### src/rtl/switch_debouncer.sv
// Switch-bank conditioner: per-bit synchroniser, stability-count debounce, edge pulses.
// Optional press-to-toggle outputs are built when SWITCH_DEBOUNCE_TOGGLE_EN is defined.
module switch_debouncer #(
    parameter int unsigned WIDTH         = 3,
    parameter int unsigned SYNC_STAGES   = 2,
    parameter int unsigned STABLE_CYCLES = 4
) (
    input  logic             clk,
    input  logic             rst,
    input  logic             enable,
    input  logic [WIDTH-1:0] switch_raw,
    output logic [WIDTH-1:0] switch,
    output logic [WIDTH-1:0] switch_rise,
    output logic [WIDTH-1:0] switch_fall,
    output logic             changed,
    output logic [WIDTH-1:0] toggle
);

    localparam int unsigned CNT_W = $clog2(STABLE_CYCLES + 1);
    localparam logic [CNT_W-1:0] CNT_LAST = CNT_W'(STABLE_CYCLES - 1);

    logic [WIDTH-1:0]            sync_q [SYNC_STAGES];
    logic [WIDTH-1:0]            sync;
    logic [WIDTH-1:0][CNT_W-1:0] cnt_q;
    logic [WIDTH-1:0][CNT_W-1:0] cnt_d;
    logic [WIDTH-1:0]            switch_d;
    logic [WIDTH-1:0]            rise_d;
    logic [WIDTH-1:0]            fall_d;

    // Synchroniser chain runs every cycle, independent of enable.
    always_ff @(posedge clk or posedge rst) begin
        if (rst) begin
            for (int s = 0; s < int'(SYNC_STAGES); s++) begin
                sync_q[s] <= '0;
            end
        end else begin
            sync_q[0] <= switch_raw;
            for (int s = 1; s < int'(SYNC_STAGES); s++) begin
                sync_q[s] <= sync_q[s-1];
            end
        end
    end

    assign sync = sync_q[SYNC_STAGES-1];

    // Per-bit stability counter; a bit updates after STABLE_CYCLES consecutive differing samples.
    always_comb begin
        cnt_d    = cnt_q;
        switch_d = switch;
        rise_d   = '0;
        fall_d   = '0;
        if (enable) begin
            for (int i = 0; i < int'(WIDTH); i++) begin
                if (sync[i] == switch[i]) begin
                    cnt_d[i] = '0;
                end else if (cnt_q[i] == CNT_LAST) begin
                    cnt_d[i]    = '0;
                    switch_d[i] = sync[i];
                    rise_d[i]   = sync[i];
                    fall_d[i]   = ~sync[i];
                end else begin
                    cnt_d[i] = cnt_q[i] + CNT_W'(1);
                end
            end
        end
    end

    always_ff @(posedge clk or posedge rst) begin
        if (rst) begin
            cnt_q       <= '0;
            switch      <= '0;
            switch_rise <= '0;
            switch_fall <= '0;
            changed     <= 1'b0;
        end else begin
            cnt_q       <= cnt_d;
            switch      <= switch_d;
            switch_rise <= rise_d;
            switch_fall <= fall_d;
            changed     <= |(rise_d | fall_d);
        end
    end

`ifdef SWITCH_DEBOUNCE_TOGGLE_EN
    logic [WIDTH-1:0] toggle_q;

    // Each debounced press flips the bit's toggle state on the same edge as the rise pulse.
    always_ff @(posedge clk or posedge rst) begin
        if (rst) begin
            toggle_q <= '0;
        end else begin
            toggle_q <= toggle_q ^ rise_d;
        end
    end

    assign toggle = toggle_q;
`else
    assign toggle = '0;
`endif

endmodule

### config.mk
export PLATFORM = sky130hd
export DESIGN_NAME = switch_debouncer
export DESIGN_NICKNAME = d
export VERILOG_FILES = /design/src/rtl/switch_debouncer.sv
export SDC_FILE = /design/constraint.sdc
export NUM_CORES = 1
export LEC_CHECK = 0
export CAP_MARGIN = 25
export CORE_MARGIN = 4
export CORE_UTILIZATION = 45
export DETAILED_ROUTE_END_ITERATION = 8
export PLACE_DENSITY_LB_ADDON = 0.1
export SLEW_MARGIN = 20
export SYNTH_ARGS = -nofsm -noshare
export SYNTH_HDL_FRONTEND = slang
export SYNTH_SLANG_ARGS = --single-unit
### constraint.sdc
create_clock -name clk -period 2.9 [get_ports clk]
set_clock_uncertainty 0.15 [all_clocks]
set_input_delay 0.58 -clock clk [delete_from_list [all_inputs] [get_ports clk]]
set_output_delay 0.58 -clock clk [all_outputs]
set_load 0.05 [all_outputs]
## After elaboration in Yosys (flattened, before gate mapping)

Index checks and enable logic that the tools add are counted.

- Output and inout port bits: 13
- Bits in latches: 0
- RAM bits: 0
- Memories: 0
- Bits in registers: 25
- ROM bits: 0
- Logic and storage cells: 51
- Input port bits: 6

- Multiply operators: 0
- Add/sub/neg operators: 3
- Mux-type cells: 20
- Equality and inequality tests: 6
- Shift-type cells: 0
- Bitwise gates (word level): 7
- $lt $le $gt $ge: 0
- Reductions and logical operators: 4
- Div/mod/pow operators: 0

Operators by type and width:

| kind | number |
|---|---|
| 3-bit two-way mux | 8 |
| 1-bit two-way mux | 12 |
| 3-bit by 1-bit adder with 3-bit output (second input constant) | 3 |
| 3-bit by 2-bit == test with 1-bit output (second input constant) | 3 |
| 3-bit AND reduction | 3 |
| 1-bit NOT | 6 |
| 1-bit == test | 3 |
| 3-bit OR | 1 |
| 3-bit OR reduction | 1 |

## Depth between registers and ports, before layout

Gate-level depths: netlist (run 1).

- Depth after elaboration: 6
- Mapped depth: 4
- Mapped depth without buffers: 4

## Worst setup path before layout (run 1)

OpenSTA, ideal clock, no wires.

- Kind: reg-to-reg
- From: register switch[2]
- To: register switch[2]
- Library setup time: 0.125 ns
- Data required time: 2.625 ns
- Clock period less this slack: 1.614 ns
- Setup slack: 1.286 ns
- Cell stages (with the launch flop): 4
- Buffers on the path: 0
- Arrival: 1.339 ns
- Path through: dfrtp_1 -> xor2_1 -> nand4b_1 -> mux2_2

- Cells in the longest elaborated chain, start to end: 3

RTL lines:

| element | RTL line | text |
|---|---|---|
| from (decl) | 12 | `output logic [WIDTH-1:0] switch,` |
| from (signal assigned) | 77 | `switch <= switch_d;` |
| 1-bit == test | 54 | `if (sync[i] == switch[i]) begin` |
| 1-bit NOT (no line) | -- |  |
| 3-bit AND reduction (no line) | -- |  |

No other way between the ends.
A chain may end at the register's enable or synchronous reset.

## Final worst setup path (run 1)

- From: register switch[0]
- To: output port switch[0]

No word-level cell between the ends.

==> results of run 1 <==
[synthesized netlist by cell type]
| master | instances | area (um2) |
|---|---|---|
| xor2_2 | 2 | 32.5 |
| a21boi_0 | 3 | 22.5 |
| nand2b_1 | 6 | 37.5 |
| conb_1 | 1 | 3.75 |
| o22ai_1 | 3 | 18.8 |
| buf_4 | 3 | 22.5 |
| nand3_1 | 1 | 5.00 |
| buf_2 | 1 | 5.00 |
| clkbuf_1 | 1 | 3.75 |
| nand2_1 | 6 | 22.5 |
| nor2_1 | 6 | 22.5 |
| o21ai_0 | 6 | 30.0 |
| xor2_1 | 1 | 8.76 |
| inv_1 | 10 | 37.5 |
| nand4b_1 | 1 | 8.76 |
| dfrtp_1 | 25 | 626 |
| mux2_2 | 1 | 11.3 |
| ha_1 | 3 | 37.5 |
| nand4b_2 | 2 | 30.0 |
| mux2_1 | 2 | 22.5 |
[report_power, final]
part | internal, mW | switching, mW | total (mW)
logic | 0.134 | 0.209 | 0.342
clock network | 0.0515 | 0.0975 | 0.149
registers | 0.416 | 0.0532 | 0.470
[cell families after synthesis]
group | Yosys count | synth area share (%)
other | 1 | 0.372
buffers and inverters | 15 | 6.82
adders and majority gates | 3 | 3.72
DFF | 25 | 62.0
AOI/OAI and AO/OA | 12 | 7.07
xor gates and xnor gates | 3 | 4.09
and+or+nand+nor | 22 | 12.5
muxes | 3 | 3.35
[through the flow]
step           instance area [um2]  setup slack (ns)  instances  util [%]  total power [mW]
5_1_grt                       1200             0.517        128      58.9              1.04
3_5_place_dp                  1180             0.539        124      57.6             0.823
2_1_floorplan                 1020              1.29         86         -             0.725
6_report                      1200             0.587        128      58.9             0.961
4_1_cts                       1200             0.564        128      58.9             0.976
3_3_place_gp                  1180             0.642        124      57.6             0.811
[path summary, 6_finish.rpt]
| kind | end | slack, ns |
|---|---|---|
| min | sync[0] | 0.21 |
| max in group asynchronous | cnt_q[2] | 1.92 |
| max reg2reg | switch[2] | 1.44 |
| min in group asynchronous | cnt_q[1] | 0.45 |
| max | switch[0] | 0.59 |
| min reg2reg | sync[0] | 0.21 |
[metal layers]
layer	part of all wire, %	track usage [%]	vias to the layer above
met2	45	17.7	11
li1	-	-	297
met3	4.1	2.10	4
met1	48	14.6	289
met4	2.3	7.29	0
met5	0	0	-
[cell type report]
| type | count | area, um2 |
|---|---|---|
| clock buffers | 3 | 22.5 |
| clock inverters | 1 | 5.00 |
| fillers | 176 | 838 |
| inverters | 10 | 37.5 |
| multi-input cells | 46 | 322 |
| flip-flops and latches | 25 | 626 |
| well taps | 27 | 33.8 |
| repair buffers | 16 | 158 |
[registers in the layout, indices dropped and copies added, names as in the netlist]
signal and flops:
switch_rise 3, switch_fall 3, sync 3, changed 1, cnt_q 9, switch 3, sync_q 3
==> flow_metrics.tcl, run 1 <==
set metrics [dict create \
    cts_max_path_buffers 2 \
    synthDistinctLibCells 20 \
    cp_max_fo 3 \
    hold_path_class "reg2reg" \
    final_common_cell "dfrtp_1" \
    crit_cells 1 \
    p_per_area_mw_per_mm2 798 \
    hold_start "sync_q[3]" \
    critical_path_class "reg2out" \
    grt_pass1_wl_mm 2.78 \
    core_area_mm2 0.00204 \
    num_rows 16 \
    maxCapViolations 0 \
    port_buffers 15 \
    antenna_cells 0 \
    setup_viol 0 \
    post-route-min-period_ns 2.31 \
    drt-total-wl_mm 1.48 \
    critPathRequiredTime_ns 2.17 \
    cts_resized 0 \
    drive_gt1_share_pct 9.90 \
    crit_family "buffers and inverters" \
    clkLatencyLatePin_ns 0.31 \
    hold_depth 0 \
    power.leakage_nw 0.603 \
    globalplace.congestion 0.705 \
    final_cell_mix "dfrtp_1, clkdlybuf4s50_1, inv_1" \
    rsz0062_at_grt "no" \
    ant_nets 0 \
    firstDrtPassIters 2 \
    max-vdd-ir-drop_mv 0.621 \
    finalCritPeriodShare_pct 79.8 \
    grt_pass1_vias 656 \
    holdBufCountCts 0 \
    syn_inst 84 \
    reg2regPathDepth 3 \
    area_delta_synth_final_pct 19.4 \
    crit_arrival_ns 1.58 \
    htreeDepth 1 \
    viasPerCell 4.70 \
    finalHoldViolCount 0 \
    slew_headroom_pct 60.8 \
    reg2reg_from "switch[2]" \
    start_util_pct 49.4 \
    dpl.hpwl_mm 1.03 \
    cp-end-kind "primary output" \
    critical_path.cell_chain "clkdlybuf4s50_1" \
    worst_pin_slew_ns 0.587 \
    startpoint_type "register" \
    pin_count 19 \
    wl_per_cell_um 11.6 \
    cts_setup_buffers 0 \
    grt_overflow 0 \
    syn_avg_cell_area_um2 12.0 \
    synthesis.area_mm2 0.00101 \
    initialDrtViolationCount 2 \
    clk_pin_slew_ns 0.13 \
    grt_start_max_net_pins 26 \
    die_h_um 55.3 \
    synth-seq-cells 25 \
    outcome "finished, final reports clean" \
    crit_start "switch[0]" \
    yosysWarnings 0 \
    max_freq_mhz 432 \
    max_stage_delay_ns 0.83 \
    hold-worst-slack_ns 0.214 \
    die_x_um 55.3 \
    dieArea_mm2 0.00306 \
    cp_num_buf_inv 1 \
    nNetsFinal 111 \
    synth_seq_area_share_pct 62.0 \
    drc 0 \
    clock-sinks 25 \
    via_count 601 \
    slew_violations 0 \
    slowest_stage "clkdlybuf4s50_1" \
    cts_root_buffer "clkbuf_4" \
    antenna_found_initial 0 \
    tritoncts "yes" \
    tns_ns 0 \
    grt_usage_pct 11.4 \
    numCtsBuffers 3 \
]
Power figures use the tool's default switching activity.
==> inputs of run 2 (changes only) <==
--- a/config.mk
+++ b/config.mk
@@ -7,7 +7,7 @@
 export LEC_CHECK = 0
 export CAP_MARGIN = 25
 export CORE_MARGIN = 4
-export CORE_UTILIZATION = 45
+export CORE_UTILIZATION = 44
 export DETAILED_ROUTE_END_ITERATION = 8
 export PLACE_DENSITY_LB_ADDON = 0.1
 export SLEW_MARGIN = 20
==> constraint.sdc (replaced) <==
create_clock -name clk -period 2.05 [get_ports clk]
set_clock_uncertainty 0.15 [all_clocks]
set_input_delay 0.41 -clock clk [delete_from_list [all_inputs] [get_ports clk]]
set_output_delay 0.41 -clock clk [all_outputs]
set_load 0.05 [all_outputs]
==> run 2 against run 1 <==
  * Die area is 1.9% higher
  * Via count is 1.3% lower
  * Non-clock buffer count is 3 higher
  * Clock power is 41% higher
==> flow_metrics.tcl, run 2 (synthesis gave the netlist of run 1 again) <==
set metrics [dict create \
    clock-sinks 25 \
    final_cell_mix "dfrtp_1, inv_1, buf_4" \
    drt-total-wl_mm 1.46 \
    p_per_area_mw_per_mm2 1090 \
    seqPwrFrac_pct 49.1 \
    max_stage_delay_ns 0.53 \
    clk_pin_slew_ns 0.13 \
    grt_pass1_wl_mm 2.62 \
    numCtsBuffers 3 \
    crit_arrival_ns 1.20 \
    drc 0 \
    ant_nets 0 \
    cp-end-kind "primary output" \
    largest_reg_flops 9 \
    drive_gt1_share_pct 15.4 \
    post-route-min-period_ns 1.76 \
    critical_path.cell_chain "dlygate4sd2_1" \
    setup_viol 0 \
    crit_start "switch_fall[0]" \
    port_buffers 15 \
    pin_count 19 \
    max-vdd-ir-drop_mv 0.736 \
    final_common_cell "dfrtp_1" \
    die_h_um 55.9 \
    cts_root_buffer "clkbuf_4" \
    grt_pass1_vias 572 \
    combPwrFrac_pct 35.4 \
    tns_ns 0 \
    viasPerCell 4.49 \
    clkLatencyLatePin_ns 0.31 \
    initialDrtViolationCount 15 \
    cp_max_fo 1 \
    critical_path_class "reg2out" \
    antenna_found_initial 0 \
    via_count 593 \
    power.leakage_nw 0.723 \
    hold_path_class "reg2reg" \
    dieArea_mm2 0.00312 \
    globalplace.congestion 0.698 \
    finalHoldViolCount 0 \
    startpoint_type "register" \
    p_switching_mw 0.503 \
    reg2regPathDepth 3 \
    slowest_stage "dlygate4sd2_1" \
    crit_family "buffers and inverters" \
    cp_num_buf_inv 1 \
    worst_pin_slew_ns 0.510 \
    crit_cells 1 \
    outcome "finished, final reports clean" \
    core_area_mm2 0.00219 \
    grt_start_max_net_pins 26 \
    grt_usage_pct 11.0 \
    internal_power_mw 0.843 \
    swShare_pct 37.4 \
    dpl.hpwl_mm 1.05 \
    firstDrtPassIters 4 \
    nNetsFinal 114 \
    stdcell_area_mm2 0.00123 \
    placed_cell_area_mm2 0.00119 \
    num_rows 17 \
    reg2reg_from "sync[0]" \
    antenna_cells 0 \
    start_util_pct 46.0 \
    critPathRequiredTime_ns 1.49 \
    r2r-end "switch[0]" \
    crit_end "switch_fall[0]" \
    slew_violations 0 \
    finalCritPeriodShare_pct 85.8 \
    grt_overflow 0 \
    htreeDepth 1 \
    die_x_um 55.9 \
    maxCapViolations 0 \
    tritoncts "yes" \
    slew_headroom_pct 66.0 \
    rsz0062_at_grt "no" \
    cts_max_path_buffers 2 \
    top_register "cnt_q" \
    reg2reg_slack_ns 0.61 \
    p_total_mw 1.35 \
    area_delta_synth_final_pct 22.0 \
    wl_per_cell_um 11.1 \
    p_clk_share_pct 15.6 \
    max_freq_mhz 568 \
]
run 2: cell types whose count changed in the layout (fill, tap and decap cells not counted):
cell             before  now
buf_4                 1    7
clkdlybuf4s50_1      15    5
dlygate4sd2_1         0    2
dlymetal6s2s_1        0    5
run 2: worst min-delay path by stage:
stage               startpoint       to  slack [ns]  depth (start not counted)
detailed placement   sync_q[5]  sync[2]        0.19                          0
global placement     sync_q[3]  sync[0]        0.18                          0
global route         sync_q[5]  sync[2]        0.23                          0
finish               sync_q[5]  sync[2]        0.21                          0
floorplan            sync_q[3]  sync[0]        0.18                          0
CTS                  sync_q[5]  sync[2]        0.22                          0
run 2: stage by stage:
step                      util (%)  hold slack [ns]  cells  setup slack (ns)
after floorplan                  -            0.181     86             0.436
after global placement        54.4            0.185    128             0.179
after detailed placement      54.4            0.188    128             0.154
after CTS                     55.6            0.218    132           0.00551
after global routing          56.1            0.226    132             0.230
final                         56.1            0.215    132             0.290
run 2: timing repair:
action	CTS	global route
gates cloned	0	0
hold buffers	0	0
hold endpoints to repair	0	0
endpoints found under the setup margin	2	5
gates resized for setup	2	5
pin swaps	0	0
setup buffers	0	0
run 2: final cells by class:
cell class,instances,area (um2)
Fill cell,182,961
Sequential cell,25,626
Multi-Input combinational cell,46,322
Timing Repair Buffer,19,183
Inverter,10,37.5
Tap cell,28,35.0
Clock buffer,3,22.5
Clock inverter,1,5.00
run 2: power by group through the flow:
stage	logic, mW	registers, mW	clock network [mW]
2_1_floorplan	0.237	0.789	0
3_3_place_gp	0.472	0.671	0
3_5_place_dp	0.484	0.675	0
4_1_cts	0.481	0.664	0.225
5_1_grt	0.534	0.678	0.242
6_report	0.476	0.660	0.210
run 2: layer usage:
| layer | routed length (um) | up-vias | GRT usage [%] |
|---|---|---|---|
| met1 | 695 | 275 | 15.2 |
| li1 | - | 303 | - |
| met5 | 0 | - | 0 |
| met4 | 31 | 0 | 8.14 |
| met2 | 657 | 13 | 14.9 |
| met3 | 77 | 2 | 2.55 |
